[config.mk]
export PLATFORM = sky130hd
export DESIGN_NAME = mem_wb_reg
export DESIGN_NICKNAME = d
export VERILOG_FILES = /design/src/rtl/mem_wb_reg_pkg.sv /design/src/rtl/mem_wb_reg_load_extend.sv /design/src/rtl/mem_wb_reg.sv
export SDC_FILE = /design/constraint.sdc
export NUM_CORES = 1
export LEC_CHECK = 0
export CAP_MARGIN = 20
export CORE_MARGIN = 2
export CORE_UTILIZATION = 38
export CTS_BUF_LIST = sky130_fd_sc_hd__clkbuf_4 sky130_fd_sc_hd__clkbuf_8 sky130_fd_sc_hd__clkbuf_16
export DETAILED_ROUTE_END_ITERATION = 12
export PLACE_DENSITY = 0.79
export RECOVER_POWER = 50
export SETUP_SLACK_MARGIN = 0.02
export SLEW_MARGIN = 20
export SYNTH_ARGS = -nofsm -noshare
export SYNTH_HDL_FRONTEND = slang
export SYNTH_SLANG_ARGS = --single-unit
export TNS_END_PERCENT = 10
[constraint.sdc]
create_clock -name i_clk -period 2.85 [get_ports i_clk]
set_input_delay 0.57 -clock i_clk [delete_from_list [all_inputs] [get_ports i_clk]]
set_output_delay 0.57 -clock i_clk [all_outputs]
set_load 0.02 [all_outputs]
[src/rtl/mem_wb_reg_pkg.sv]
// Shared processor constants: writeback source selects and load funct3 codes.
// Both the MEM/WB register and its load extension logic import this package.
package mem_wb_reg_pkg;

    typedef logic [1:0] result_src_t;
    typedef logic [2:0] funct3_t;

    // A select of 2'b11 behaves like RESULT_PC4 at the writeback mux.
    localparam result_src_t RESULT_ALU = 2'b00;
    localparam result_src_t RESULT_MEM = 2'b01;
    localparam result_src_t RESULT_PC4 = 2'b10;

    localparam funct3_t F3_LB  = 3'b000;
    localparam funct3_t F3_LH  = 3'b001;
    localparam funct3_t F3_LW  = 3'b010;
    localparam funct3_t F3_LBU = 3'b100;
    localparam funct3_t F3_LHU = 3'b101;

    localparam int unsigned RETIRE_CNT_W = 32;

endpackage

[src/rtl/mem_wb_reg_load_extend.sv]
// Combinational load alignment: selects a byte/halfword from the raw aligned
// memory word by address offset and sign- or zero-extends it.
module load_extend
    import mem_wb_reg_pkg::*;
#(
    parameter int DATA_WIDTH = 32
) (
    input  logic [DATA_WIDTH-1:0] i_rdata,
    input  logic [1:0]            i_offset,
    input  logic [2:0]            i_funct3,
    output logic [DATA_WIDTH-1:0] o_data
);

    logic [7:0]  byte_sel;
    logic [15:0] half_sel;

    always_comb begin
        byte_sel = i_rdata[7:0];
        case (i_offset)
            2'd0: byte_sel = i_rdata[7:0];
            2'd1: byte_sel = i_rdata[15:8];
            2'd2: byte_sel = i_rdata[23:16];
            2'd3: byte_sel = i_rdata[31:24];
            default: byte_sel = i_rdata[7:0];
        endcase
        // Halfword loads ignore offset bit 0.
        half_sel = i_offset[1] ? i_rdata[31:16] : i_rdata[15:0];
    end

    always_comb begin
        o_data = i_rdata;
        case (i_funct3)
            F3_LB:   o_data = {{(DATA_WIDTH-8){byte_sel[7]}}, byte_sel};
            F3_LBU:  o_data = {{(DATA_WIDTH-8){1'b0}}, byte_sel};
            F3_LH:   o_data = {{(DATA_WIDTH-16){half_sel[15]}}, half_sel};
            F3_LHU:  o_data = {{(DATA_WIDTH-16){1'b0}}, half_sel};
            default: o_data = i_rdata;
        endcase
    end

endmodule

[src/rtl/mem_wb_reg.sv]
// MEM/WB pipeline register with load extension at capture and a retired-
// instruction counter. Flush beats stall; synchronous reset beats both.
module mem_wb_reg
    import mem_wb_reg_pkg::*;
#(
    parameter int DATA_WIDTH = 32
) (
    input  logic                  i_clk,
    input  logic                  i_rst,
    input  logic                  i_stall,
    input  logic                  i_flush,
    input  logic                  i_valid,
    input  logic [DATA_WIDTH-1:0] i_alu_result,
    input  logic [DATA_WIDTH-1:0] i_rdata,
    input  logic [DATA_WIDTH-1:0] i_pc_plus4,
    input  logic [4:0]            i_rd_addr,
    input  logic                  i_reg_write,
    input  logic [1:0]            i_result_src,
    input  logic [2:0]            i_funct3,
    output logic                  o_valid,
    output logic [DATA_WIDTH-1:0] o_alu_result,
    output logic [DATA_WIDTH-1:0] o_load_data,
    output logic [DATA_WIDTH-1:0] o_pc_plus4,
    output logic [4:0]            o_rd_addr,
    output logic                  o_reg_write,
    output logic [1:0]            o_result_src,
    output logic [31:0]           o_retire_cnt
);

    logic                    valid_q,     valid_d;
    logic [DATA_WIDTH-1:0]   alu_q,       alu_d;
    logic [DATA_WIDTH-1:0]   load_q,      load_d;
    logic [DATA_WIDTH-1:0]   pc4_q,       pc4_d;
    logic [4:0]              rd_q,        rd_d;
    logic                    rw_q,        rw_d;
    result_src_t             rs_q,        rs_d;
    logic [RETIRE_CNT_W-1:0] retire_cnt_q, retire_cnt_d;

    logic [DATA_WIDTH-1:0]   load_ext;
    logic                    retire;

    load_extend #(.DATA_WIDTH(DATA_WIDTH)) u_load_extend (
        .i_rdata  (i_rdata),
        .i_offset (i_alu_result[1:0]),
        .i_funct3 (i_funct3),
        .o_data   (load_ext)
    );

    // The held instruction leaves WB when the stage advances or is flushed,
    // so a long stall still counts it exactly once.
    assign retire = valid_q && (!i_stall || i_flush);

    always_comb begin
        valid_d      = valid_q;
        alu_d        = alu_q;
        load_d       = load_q;
        pc4_d        = pc4_q;
        rd_d         = rd_q;
        rw_d         = rw_q;
        rs_d         = rs_q;
        retire_cnt_d = retire_cnt_q + {{(RETIRE_CNT_W-1){1'b0}}, retire};
        if (i_flush) begin
            valid_d = 1'b0;
            alu_d   = '0;
            load_d  = '0;
            pc4_d   = '0;
            rd_d    = '0;
            rw_d    = 1'b0;
            rs_d    = RESULT_ALU;
        end else if (!i_stall) begin
            valid_d = i_valid;
            alu_d   = i_alu_result;
            load_d  = load_ext;
            pc4_d   = i_pc_plus4;
            rd_d    = i_rd_addr;
            rw_d    = i_reg_write && i_valid && (i_rd_addr != 5'd0);
            rs_d    = i_result_src;
        end
    end

    always_ff @(posedge i_clk) begin
        if (i_rst) begin
            valid_q      <= 1'b0;
            alu_q        <= '0;
            load_q       <= '0;
            pc4_q        <= '0;
            rd_q         <= '0;
            rw_q         <= 1'b0;
            rs_q         <= RESULT_ALU;
            retire_cnt_q <= '0;
        end else begin
            valid_q      <= valid_d;
            alu_q        <= alu_d;
            load_q       <= load_d;
            pc4_q        <= pc4_d;
            rd_q         <= rd_d;
            rw_q         <= rw_d;
            rs_q         <= rs_d;
            retire_cnt_q <= retire_cnt_d;
        end
    end

    assign o_valid      = valid_q;
    assign o_alu_result = alu_q;
    assign o_load_data  = load_q;
    assign o_pc_plus4   = pc4_q;
    assign o_rd_addr    = rd_q;
    assign o_reg_write  = rw_q;
    assign o_result_src = rs_q;
    assign o_retire_cnt = retire_cnt_q;

endmodule

==> flow_metrics.env <==
export IMPL_run_status="finished, violations left"
export IMPL_violations="max-capacitance violations, max-slew violations"
export IMPL_placed_cells=1024
export IMPL_dieWidth_um=126
export IMPL_worstMarginPinSlew_ps=1540
export IMPL_swShare_pct=23.7
export IMPL_track_usage_pct=20.9
export IMPL_clock_skew_ps=5.94
export IMPL_seq_area_frac_synth_pct=48.2
export IMPL_multi_input_area_um2=2620
export IMPL_seq_power_share_pct=41.9
export IMPL_grt_overflow_total=0
export IMPL_dp_hpwl_um=12100
export IMPL_ios=249
export IMPL_regArea_um2=2740
export IMPL_rows=44
export IMPL_drt_iter0_drc=275
export IMPL_cts_num_sinks=137
export IMPL_max_slew_margin_rel_pct=-2.80
export IMPL_vdd_drop_max_mv=0.349
export IMPL_worstPathArrival_ps=3000
export IMPL_synth_edf_count=0
export IMPL_p_per_area_nw_per_um2=530
export IMPL_layout_drive_gt1_share_pct=8.14
export IMPL_drtPass1Iterations=4
export IMPL_comb_power_share_pct=12.7
export IMPL_die_area_um2=16000
export IMPL_intPower_w=0.00364
export IMPL_postCtsSetupRepairBufs=0
export IMPL_cts_root_buf="clkbuf_16"
export IMPL_synthArstFlopShare_pct=0
export IMPL_vias=5443
export IMPL_antennaDiodeCount=0
export IMPL_port_buffers=248
export IMPL_final_period_minus_worst_setup_slack_ps=2710
export IMPL_fmax_ghz=0.370
export IMPL_hold_violations=0
export IMPL_p_sw_w=0.00113
export IMPL_antenna_found_initial=0
export IMPL_avgSynthCellArea_um2=9.22
export IMPL_clkTransAtPathRegs_ps=60
export IMPL_final_cell_count_no_fill=1056
export IMPL_period_share_pct=94.9
export IMPL_ys_ff_latch=137
export IMPL_cts_buffers=17
export IMPL_hold_path_class="flop to flop"
export IMPL_routed_via_density=5.15
export IMPL_worst_setup_path_type="input port to flop"
export IMPL_htree_levels=4
export IMPL_routedWlPerCell_um=16.0
export IMPL_core_area_um2=14600
export IMPL_drc=0
export IMPL_p_clk_share_pct=45.4
export IMPL_finalSetupViolCount=0
export IMPL_drv_slew=40
export IMPL_ys_warn_count=0
export IMPL_syn_inst=617
export IMPL_wirelength_um=16900
export IMPL_ys_flop_type="dfxtp_1"
export IMPL_end_kind="flop"
export IMPL_n_fill_cell=1249
export IMPL_place_area_um2=8420
export IMPL_first_global_vias=5348
export IMPL_cts_tree="done"
export IMPL_p_leak_nw=3.57
export IMPL_design_area_um2=9000
export IMPL_clk_insertion_delay_late_ps=410
export IMPL_synth_fp_nets=731
export IMPL_start_util_pct=39.0
export IMPL_globalplace_congestion=0.889
export IMPL_clockBufferDepth=2
export IMPL_rsz0062_at_grt="no"
export IMPL_drtAntennaViolNets=0
export IMPL_synthToLayoutAreaGrowth_pct=58.3
export IMPL_final_common_cell="clkdlybuf4s50_1"
export IMPL_synthesis_area_um2=5690
export IMPL_drv_cap=1
export IMPL_grt_pass1_wl_um=26800
export IMPL_grt_max_degree=113
export IMPL_cts_resized=0
export IMPL_critical_path_max_fanout=14
export IMPL_synth_distinct_cells=45
export IMPL_die_h_um=126
export IMPL_final_cell_mix="193 x clkdlybuf4s50_1, 137 x dfxtp_1, 86 x nor2_1"
export IMPL_nNetsFinal=973
export IMPL_crit_required_ps=3140
export IMPL_worstSetupStartpointType="input port"
export IMPL_cts_hold_buf=0
[power by group through the flow]
stage,logic [W],registers [W],clock network [W]
floorplan,0.000218,0.00210,0
global placement,0.000612,0.00204,0
detailed placement,0.000618,0.00204,0
CTS,0.000622,0.00200,0.00222
global route,0.000655,0.00200,0.00230
finish,0.000608,0.00200,0.00217
[per-layer routing]
| layer | global-route usage, % | up-vias | wire, um |
|---|---|---|---|
| met5 | 0 | - | 0 |
| met4 | 10.3 | 0 | 605 |
| met3 | 7.13 | 38 | 1410 |
| met2 | 33.9 | 210 | 8010 |
| met1 | 24.7 | 2535 | 6830 |
| li1 | - | 2660 | - |
[kinds of logic after synthesis]
group           count (synthesis)  synth area share, %
simple gates                  195                 16.5
mux                            77                 13.6
xor+xnor                        8                 1.23
fa+ha+maj                       2                0.440
buf+inv                        88                 5.98
compound gates                110                 14.0
flops                         137                 48.2
[layout make-up]
class                      instances  area share (%)
inverter                          42            1.75
tap                              184            2.56
timing repair buffer             269            29.5
sequential                       137            30.5
clock buffer                      20            5.18
clock inverter                    12            1.38
multi-input combinational        392            29.1
[synth_stat cells, drive strengths merged (8+ instances only)]
cell type	instances	area [um2]
nand3	11	55.1
nor2b	10	62.6
a221oi	26	228
nor3	8	40.0
or4	18	136
clkbuf	37	139
dfxtp	137	2740
a21oi	30	150
inv	42	158
mux2i	74	741
o31ai	14	105
a31oi	8	50.1
nand2	43	161
buf	9	43.8
nor2	86	323
[registers in the layout (all words and copies together) (netlist names)]
signal        flops
o_pc_plus4       32
o_retire_cnt     32
o_load_data      32
o_valid           1
o_reg_write       1
o_result_src      2
o_rd_addr         5
o_alu_result     32
[final timing paths]
kind	cells after the start	slack, ps	from	to
max	10	140	i_flush	o_retire_cnt[22]
min	2	460	o_reg_write	o_reg_write
max reg2reg	8	510	o_valid	o_retire_cnt[22]
min reg2reg	2	460	o_reg_write	o_reg_write
[critical path: stages]
cell           delay [ps]
dlygate4sd3_1         580
inv_1                  60
a21boi_2              130
ha_2                  210
ha_4                  130
inv_2                  30
or4_1                 410
buf_4                 200
nor4_2                330
mux2_1                350
[stage by stage]
step / power (W) / util, % / setup TNS [ps] / hold WS (ps) / worst slack, ps
global route: 0.00496 / 61.7 / 0 / 479 / 66.6
floorplan: 0.00232 / - / 0 / 536 / 84.2
global placement: 0.00265 / 57.7 / -552 / 454 / -107
detailed placement: 0.00266 / 57.7 / -1400 / 460 / -150
CTS: 0.00484 / 61.7 / 0 / 467 / 228
finish: 0.00477 / 61.7 / 0 / 461 / 144
Power figures use the tool's default switching activity.
